$ cat src/rtl/fwd_scoreboard.sv
// fwd_scoreboard: per-register busy scoreboard plus youngest-stage
// forwarding select for the in-order integer pipeline.
module fwd_scoreboard #(
    parameter int NUM_REGS   = 32,
    parameter int REG_W      = 5,
    parameter int NUM_SRC    = 2,
    parameter int FWD_STAGES = 2,
    parameter int MAX_LAT    = 15,
    parameter int CNT_W      = $clog2(MAX_LAT + 1),
    parameter int SEL_W      = $clog2(FWD_STAGES + 1)
) (
    input  logic                        clk,
    input  logic                        reset,
    input  logic                        issue_valid,
    input  logic [NUM_SRC*REG_W-1:0]    issue_src,
    input  logic [NUM_SRC-1:0]          issue_src_en,
    input  logic                        issue_rd_we,
    input  logic [REG_W-1:0]            issue_rd,
    input  logic [CNT_W-1:0]            issue_lat,
    input  logic                        done_valid,
    input  logic [REG_W-1:0]            done_rd,
    input  logic                        flush,
    input  logic [FWD_STAGES-1:0]       stage_we,
    input  logic [FWD_STAGES*REG_W-1:0] stage_rd,
    output logic                        stall,
    output logic                        issue_fire,
    output logic [NUM_SRC*SEL_W-1:0]    fwd_sel,
    output logic [NUM_REGS-1:0]         busy_vec
);

    logic [NUM_REGS-1:0] w_busy;
    logic                w_src_haz;
    logic                w_rd_haz;
    logic                w_stall;
    logic                w_fire;
    logic [31:0]         w_lat_ext;
    logic [CNT_W-1:0]    w_lat_sat;
    logic [REG_W-1:0]    w_hsrc;
    logic [REG_W-1:0]    w_fsrc;

    assign w_lat_ext = 32'(issue_lat);
    assign w_lat_sat = (w_lat_ext > 32'(MAX_LAT)) ?
                       CNT_W'(MAX_LAT) : issue_lat;

    // Source read-after-write hazards against the busy bits.
    always_comb begin
        w_src_haz = 1'b0;
        w_hsrc    = '0;
        for (int k = 0; k < NUM_SRC; k++) begin
            w_hsrc = issue_src[k*REG_W +: REG_W];
            if (issue_src_en[k] && w_busy[w_hsrc] && (w_hsrc != '0))
                w_src_haz = 1'b1;
        end
    end

    assign w_rd_haz = issue_rd_we && w_busy[issue_rd] &&
                      (issue_rd != '0);
    assign w_stall  = issue_valid && (w_src_haz || w_rd_haz || flush);
    assign w_fire   = issue_valid && !w_stall;

    // Youngest matching stage wins: scan oldest to youngest, last hit sticks.
    always_comb begin
        fwd_sel = '0;
        w_fsrc  = '0;
        for (int k = 0; k < NUM_SRC; k++) begin
            w_fsrc = issue_src[k*REG_W +: REG_W];
            for (int j = FWD_STAGES; j >= 1; j--) begin
                if (stage_we[j-1] && (w_fsrc != '0) &&
                    (stage_rd[(j-1)*REG_W +: REG_W] == w_fsrc))
                    fwd_sel[k*SEL_W +: SEL_W] = SEL_W'(j);
            end
        end
    end

    for (genvar r = 0; r < NUM_REGS; r++) begin : g_reg
        if (r == 0) begin : g_zero
            assign w_busy[r] = 1'b0;
        end else begin : g_ent
            logic             r_b;
            logic             r_v;
            logic [CNT_W-1:0] r_c;
            logic             w_set;
            logic             w_done;

            assign w_set  = w_fire && issue_rd_we &&
                            (issue_rd == REG_W'(r));
            assign w_done = done_valid && (done_rd == REG_W'(r));
            assign w_busy[r] = r_b;

            // Entry update: a new issue outranks countdown and done.
            always_ff @(posedge clk or posedge reset) begin
                if (reset) begin
                    r_b <= 1'b0;
                    r_v <= 1'b0;
                    r_c <= '0;
                end else if (flush) begin
                    r_b <= 1'b0;
                    r_v <= 1'b0;
                    r_c <= '0;
                end else if (w_set) begin
                    r_b <= 1'b1;
                    r_v <= (issue_lat == '0);
                    r_c <= (issue_lat == '0) ? '0 : w_lat_sat;
                end else if (r_b && !r_v) begin
                    if (r_c > CNT_W'(1)) begin
                        r_c <= r_c - CNT_W'(1);
                    end else begin
                        r_b <= 1'b0;
                        r_c <= '0;
                    end
                end else if (r_b && r_v && w_done) begin
                    r_b <= 1'b0;
                    r_v <= 1'b0;
                end
            end
        end
    end

    assign stall      = w_stall;
    assign issue_fire = w_fire;
    assign busy_vec   = w_busy;

endmodule

$ cat config.mk
export PLATFORM = sky130hd
export DESIGN_NAME = fwd_scoreboard
export DESIGN_NICKNAME = d
export VERILOG_FILES = /design/src/rtl/fwd_scoreboard.sv
export SDC_FILE = /design/constraint.sdc
export NUM_CORES = 1
export LEC_CHECK = 0
export ABC_AREA = 1
export CORE_UTILIZATION = 40
export DETAILED_ROUTE_END_ITERATION = 10
export PLACE_DENSITY = 0.69
export SLEW_MARGIN = 40
export SYNTH_ARGS = -nofsm -noshare
export SYNTH_HDL_FRONTEND = slang
export SYNTH_SLANG_ARGS = --single-unit
$ cat constraint.sdc
create_clock -name clk -period 6.05 [get_ports clk]
set_clock_uncertainty 0.15 [all_clocks]
set_input_delay 0.9075 -clock clk [delete_from_list [all_inputs] [get_ports clk]]
set_output_delay 0.9075 -clock clk [all_outputs]
set_load 0.005 [all_outputs]
======== After elaboration in Yosys (flattened, before gate mapping) ========
Cells that the tools add are included.
cells by class
  add/sub/neg operators ................... 31
  multiply operators ...................... 0
  divide/modulo/power cells ............... 0
  magnitude comparators ................... 35
  equal/unequal tests ..................... 128
  shift operators ......................... 0
  mux-type cells .......................... 386
  bitwise gates (word level) .............. 0
  reduce and logical (&&, ||, !) cells .... 365
operators by type and width
  operator             count
  $mux 4               126
  $mux 1               253
  $reduce_bool 3->1    62
  $logic_and 1x1->1    172
  $eq 5x5->1 const B   32
  $gt 4x1->1 const B   31
  $ne 4x4->1 const B   31
  $reduce_and 2->1     62
  $reduce_bool 4->1    31
  $sub 4x1->4 const B  31
  $ne 3x3->1 const B   31
  $eq 5x4->1 const B   16
  $eq 5x3->1 const B   8
  $logic_not 1->1      32
  $eq 5x2->1 const B   4
  $eq 5x5->1           4
  $lt 5x6->1 const B   3
  $bmux 1 s5           3
  $reduce_bool 5->1    3
  $eq 5x1->1 const B   2
  $mux 2               4
  $gt 4x4->1 const B   1
  $logic_not 4->1      1
  $logic_or 1x1->1     2
storage, ports and cells
  bits in registers ....................... 186
  bits in latches ......................... 0
  bits in writable memories ............... 0
  memory bits (read-only) ................. 0
  input bits .............................. 44
  output and inout port bits .............. 38
  logic and storage cells ................. 1038
  memories ................................ 0

======== Longest topological paths before layout ========
  depth after elaboration ................. 15
  gate-level depth with buffers ........... 21
  gate-level depth less buffers ........... 18

======== Least setup slack after synthesis ========
Ideal clock, no wire load.
  path type ............................... input-to-output
  start point ............................. input port issue_src[5]
  end point ............................... output port issue_fire
  arrival time ............................ 2291 ps
  required time ........................... 4992 ps
  path slack .............................. 2701 ps
  cell stages on the path ................. 13
  path buffers ............................ 4
  path through ............................ buf_4 clkinv_2 buf_6 nand2_1 nand3_1 nand3_1 nand3_1 nand3_1 nand3_1 nand2_2 nor3_4 buf_4 buf_4
on the way
  cells in the longest elaborated chain, start to end .. 10
ends and longest elaborated chain
  what                               line  RTL
  start, declared                    15    input logic [NUM_SRC*REG_W-1:0] issue_src,
  $bmux 1 s5                         51    if (issue_src_en[k] && w_busy[w_hsrc] && (w_hsrc != '0))
  $mux 1 (not written as such)       51
  $logic_and 1x1->1                  51
  $logic_and 1x1->1 (*)              51
  $mux 1 (*)                         51
  $logic_or 1x1->1 (*) (2 in a row)  58    assign w_stall = issue_valid && (w_src_haz || w_rd_haz || flush);
  $logic_and 1x1->1 (*)              58
  $logic_not 1->1 (*)                59    assign w_fire = issue_valid && !w_stall;
  $logic_and 1x1->1 (*)              59
  end, declared                      26    output logic issue_fire,
Every way passes the cells marked *; elsewhere a longest branch is shown, timed or not. The select of a mux whose other input is x is not followed.

======== Worst setup path in the final report ========
  start point ............................. input port issue_rd[4]
  end point ............................... output port stall
on the way
  cells in the longest elaborated chain, start to end .. 7
ends and longest elaborated chain
  what                               line  RTL
  start, declared                    18    input logic [REG_W-1:0] issue_rd,
  $bmux 1 s5                         56    assign w_rd_haz = issue_rd_we && w_busy[issue_rd] &&
  $mux 1 (not written as such)       56
  $logic_and 1x1->1                  56
  $logic_and 1x1->1 (*)              56
  $logic_or 1x1->1 (*) (2 in a row)  58
  $logic_and 1x1->1 (*)              58
  end, declared                      25    output logic stall,
Marks and branches as above.

==> qor.yml <==
outcome: "finished, final reports clean"
cp-end-kind: "output port"
cts_tree: "done"
wl_per_cell_um: 17.3
timing.rr.start: "g_reg[23].g_ent.r_b$_DFFE_PP0P_"
drv_cap: 0
cts_buffers: 17
synth_commonest_cells: "575 x nand2_1, 306 x inv_1, 246 x nand3_1"
synth.ff_latch_count: 186
worstHoldPathType: "reg -> reg"
grt_max_degree: 166
seqPwrFrac: 0.373
tightest_slew_ps: 898
reg2reg_slack_ps: 2670
grt_usage: 0.255
synth_most_common_cell: "nand2_1"
vias_per_cell: 5.65
drt-initial-drc-count: 1666
grt_overflow: 0
dp_hpwl_um: 33000
grt_pass1_vias: 14800
slew_headroom: 0.401
combPwrFrac: 0.363
power_frac_clock: 0.264
synth_ff_type: "dfrtp_1"
worstPathRequired_ps: 4990
die_y_um: 197
setup_viol: 0
synth_nets: 2400
postCtsSetupBuffers: 0
met1_usage: 0.335
syn_inst: 2294
fmax_ghz: 0.199
cellLeakagePower_nw: 8.39
holdPathEnd: "g_reg[1].g_ent.r_c[1]$_DFFE_PP0P_"
port-buffer-count: 80
min_period_over_period: 0.830
ys_top_cells_by_area: "dfrtp_1 31%, nand2_1 14%, nand4_1 8.9%"
ir_worst_vdd_uv: 145
drt.antenna.violating_nets: 0
cts_resized: 0
synthSimpleGateAreaFrac: 0.420
cts-root-buf: "clkbuf_16"
fp.dieArea_sq_um: 38600
cp-start-kind: "primary input"
swShare: 0.391
async_flop_share: 1.00
remaining_drc_errors: 0
syn_avg_cell_area_sq_um: 6.60
clock_latency_ps: 460
busiest_layer: "met2"
placed_cell_area_sq_um: 16000
critPathArrivalTime_ps: 3960
design_area_sq_um: 16600
grt_pass1_wl_um: 78100
synth_cell_type_count: 41
ys_seq_area_frac: 0.307
antenna_found_initial: 3
yosysTopAreaCell: "dfrtp_1"
rsz0062_at_grt: "no"
area_growth_syn_to_layout_pct: 9.65
whs_path_depth: 2
synthMuxAreaShare: 0
post-route-min-period_ps: 5020
dr.pass1.iters: 6
synth_compound_area_frac: 0.0781
start_util: 0.410
p_int_mw: 2.66
maxSlewViolCount: 0
grt.met3_usage: 0.0450
min_from: "g_reg[1].g_ent.r_c[1]$_DFFE_PP0P_"
layout-drive-gt1-share: 0.0468
power_switching_mw: 1.70
critical_path_peak_fanout: 18
synth_adder_area_share: 0.0512
powerDensity_nw_per_um2: 263
path_class: "in -> out"
synth_top_family_by_area: "simple AND/OR/NAND/NOR gates"
fin_nets: 2381
r2r-end: "g_reg[14].g_ent.r_c[0]$_DFFE_PP0P_"
rows: 70
cts_sinks: 186
path_clk_slew_ps: 70
die_w_um: 197
vias: 15800
met2_usage: 0.414
h-tree-depth: 4
ctsHoldBuffers: 0
clock_path_buffers: 2
synth_area_sq_um: 15100
synthXorXnorAreaFrac: 0.0150
synth_edf_count: 0
hold_viol: 0
gp_congestion: 0.965
reg2reg_depth: 16
core_area_sq_um: 37000
io_pins: 82
synth_top_area_frac: 0.307
setup_tns_ps: 0
yosysWarnings: 0
finalWirelength_um: 48400
## layout make-up
type	count	area, sq um
timing repair buffer	98	960
inverter	319	1210
sequential	186	4650
antenna	1	2.50
clock inverter	10	119
fill	3857	20400
tap	504	631
clock buffer	22	454
multi-input combinational	1653	8570
## layout by cell type, fill, tap and decap left out, drive strengths merged, types with 6 or more instances in the layout
master	synthesis	final
clkdlybuf4s50	0	77
xnor2	16	16
nand3	254	254
o21ai	56	56
dfrtp	186	186
clkinv	2	6
xor2	10	10
nand2	579	579
clkbuf	59	22
a21oi	44	44
a31oi	23	23
nor2	235	235
o22ai	13	13
ha	62	62
buf	77	21
nor3	55	55
a211oi	10	10
nand4	238	238
o211ai	38	38
inv	317	317
## worst max path at each step
stage                           start                                 end  slack, ps  depth (start not counted)
after detailed placement  issue_rd[4]  g_reg[13].g_ent.r_c[1]$_DFFE_PP0P_       1140                         13
final                     issue_rd[4]                               stall       1030                          8
after CTS                 issue_rd[4]                               stall       1190                          8
after floorplan                 reset     g_reg[10].g_ent.r_b$_DFFE_PP0P_       2600                          1
after global placement    issue_rd[4]  g_reg[31].g_ent.r_c[1]$_DFFE_PP0P_       1320                         13
after global routing      issue_rd[4]                          issue_fire        920                          8
## logic make-up after synthesis
family | count (synthesis)
compound gates | 195
xor+xnor | 26
fa+ha+maj | 62
buf+inv | 455
flops | 186
other cells | 1
simple gates | 1369
## metal layers
| metal | routed length (um) | vias to the layer above |
|---|---|---|
| met5 | 18 | - |
| met4 | 1410 | 4 |
| met3 | 3990 | 109 |
| met2 | 22200 | 642 |
| met1 | 20800 | 7425 |
| li1 | - | 7599 |
## state kept, by name, summed over array words and instances (netlist names)
register and count:
g.g_ent.r_b 31, g.g_ent.r_c 124, g.g_ent.r_v 31
## critical path, stage by stage
cell	delay [ps]
clkdlybuf4s50_1	890
clkinv_1	670
nand3_1	260
nand3_1	100
nand2_2	150
nor2_4	40
nor2_1	340
clkdlybuf4s50_1	590
## metrics by stage
stage	power (mW)	cells	hold WS, ps	setup WS [ps]	utilization
final	4.36	2793	338	1030	0.449
after floorplan	2.85	2294	299	2600	-
after global placement	3.16	2760	315	1320	0.433
after detailed placement	3.21	2760	321	1140	0.433
after CTS	4.36	2792	338	1190	0.449
after global routing	4.71	2793	348	925	0.449
## power groups by stage
stage,Sequential (mW),Clock [mW],Combinational [mW]
after floorplan,1.59,0,1.26
after global placement,1.64,0,1.52
after detailed placement,1.64,0,1.57
after CTS,1.62,1.16,1.58
after global routing,1.65,1.21,1.84
final,1.63,1.15,1.59
Power figures use the tool's default switching activity.
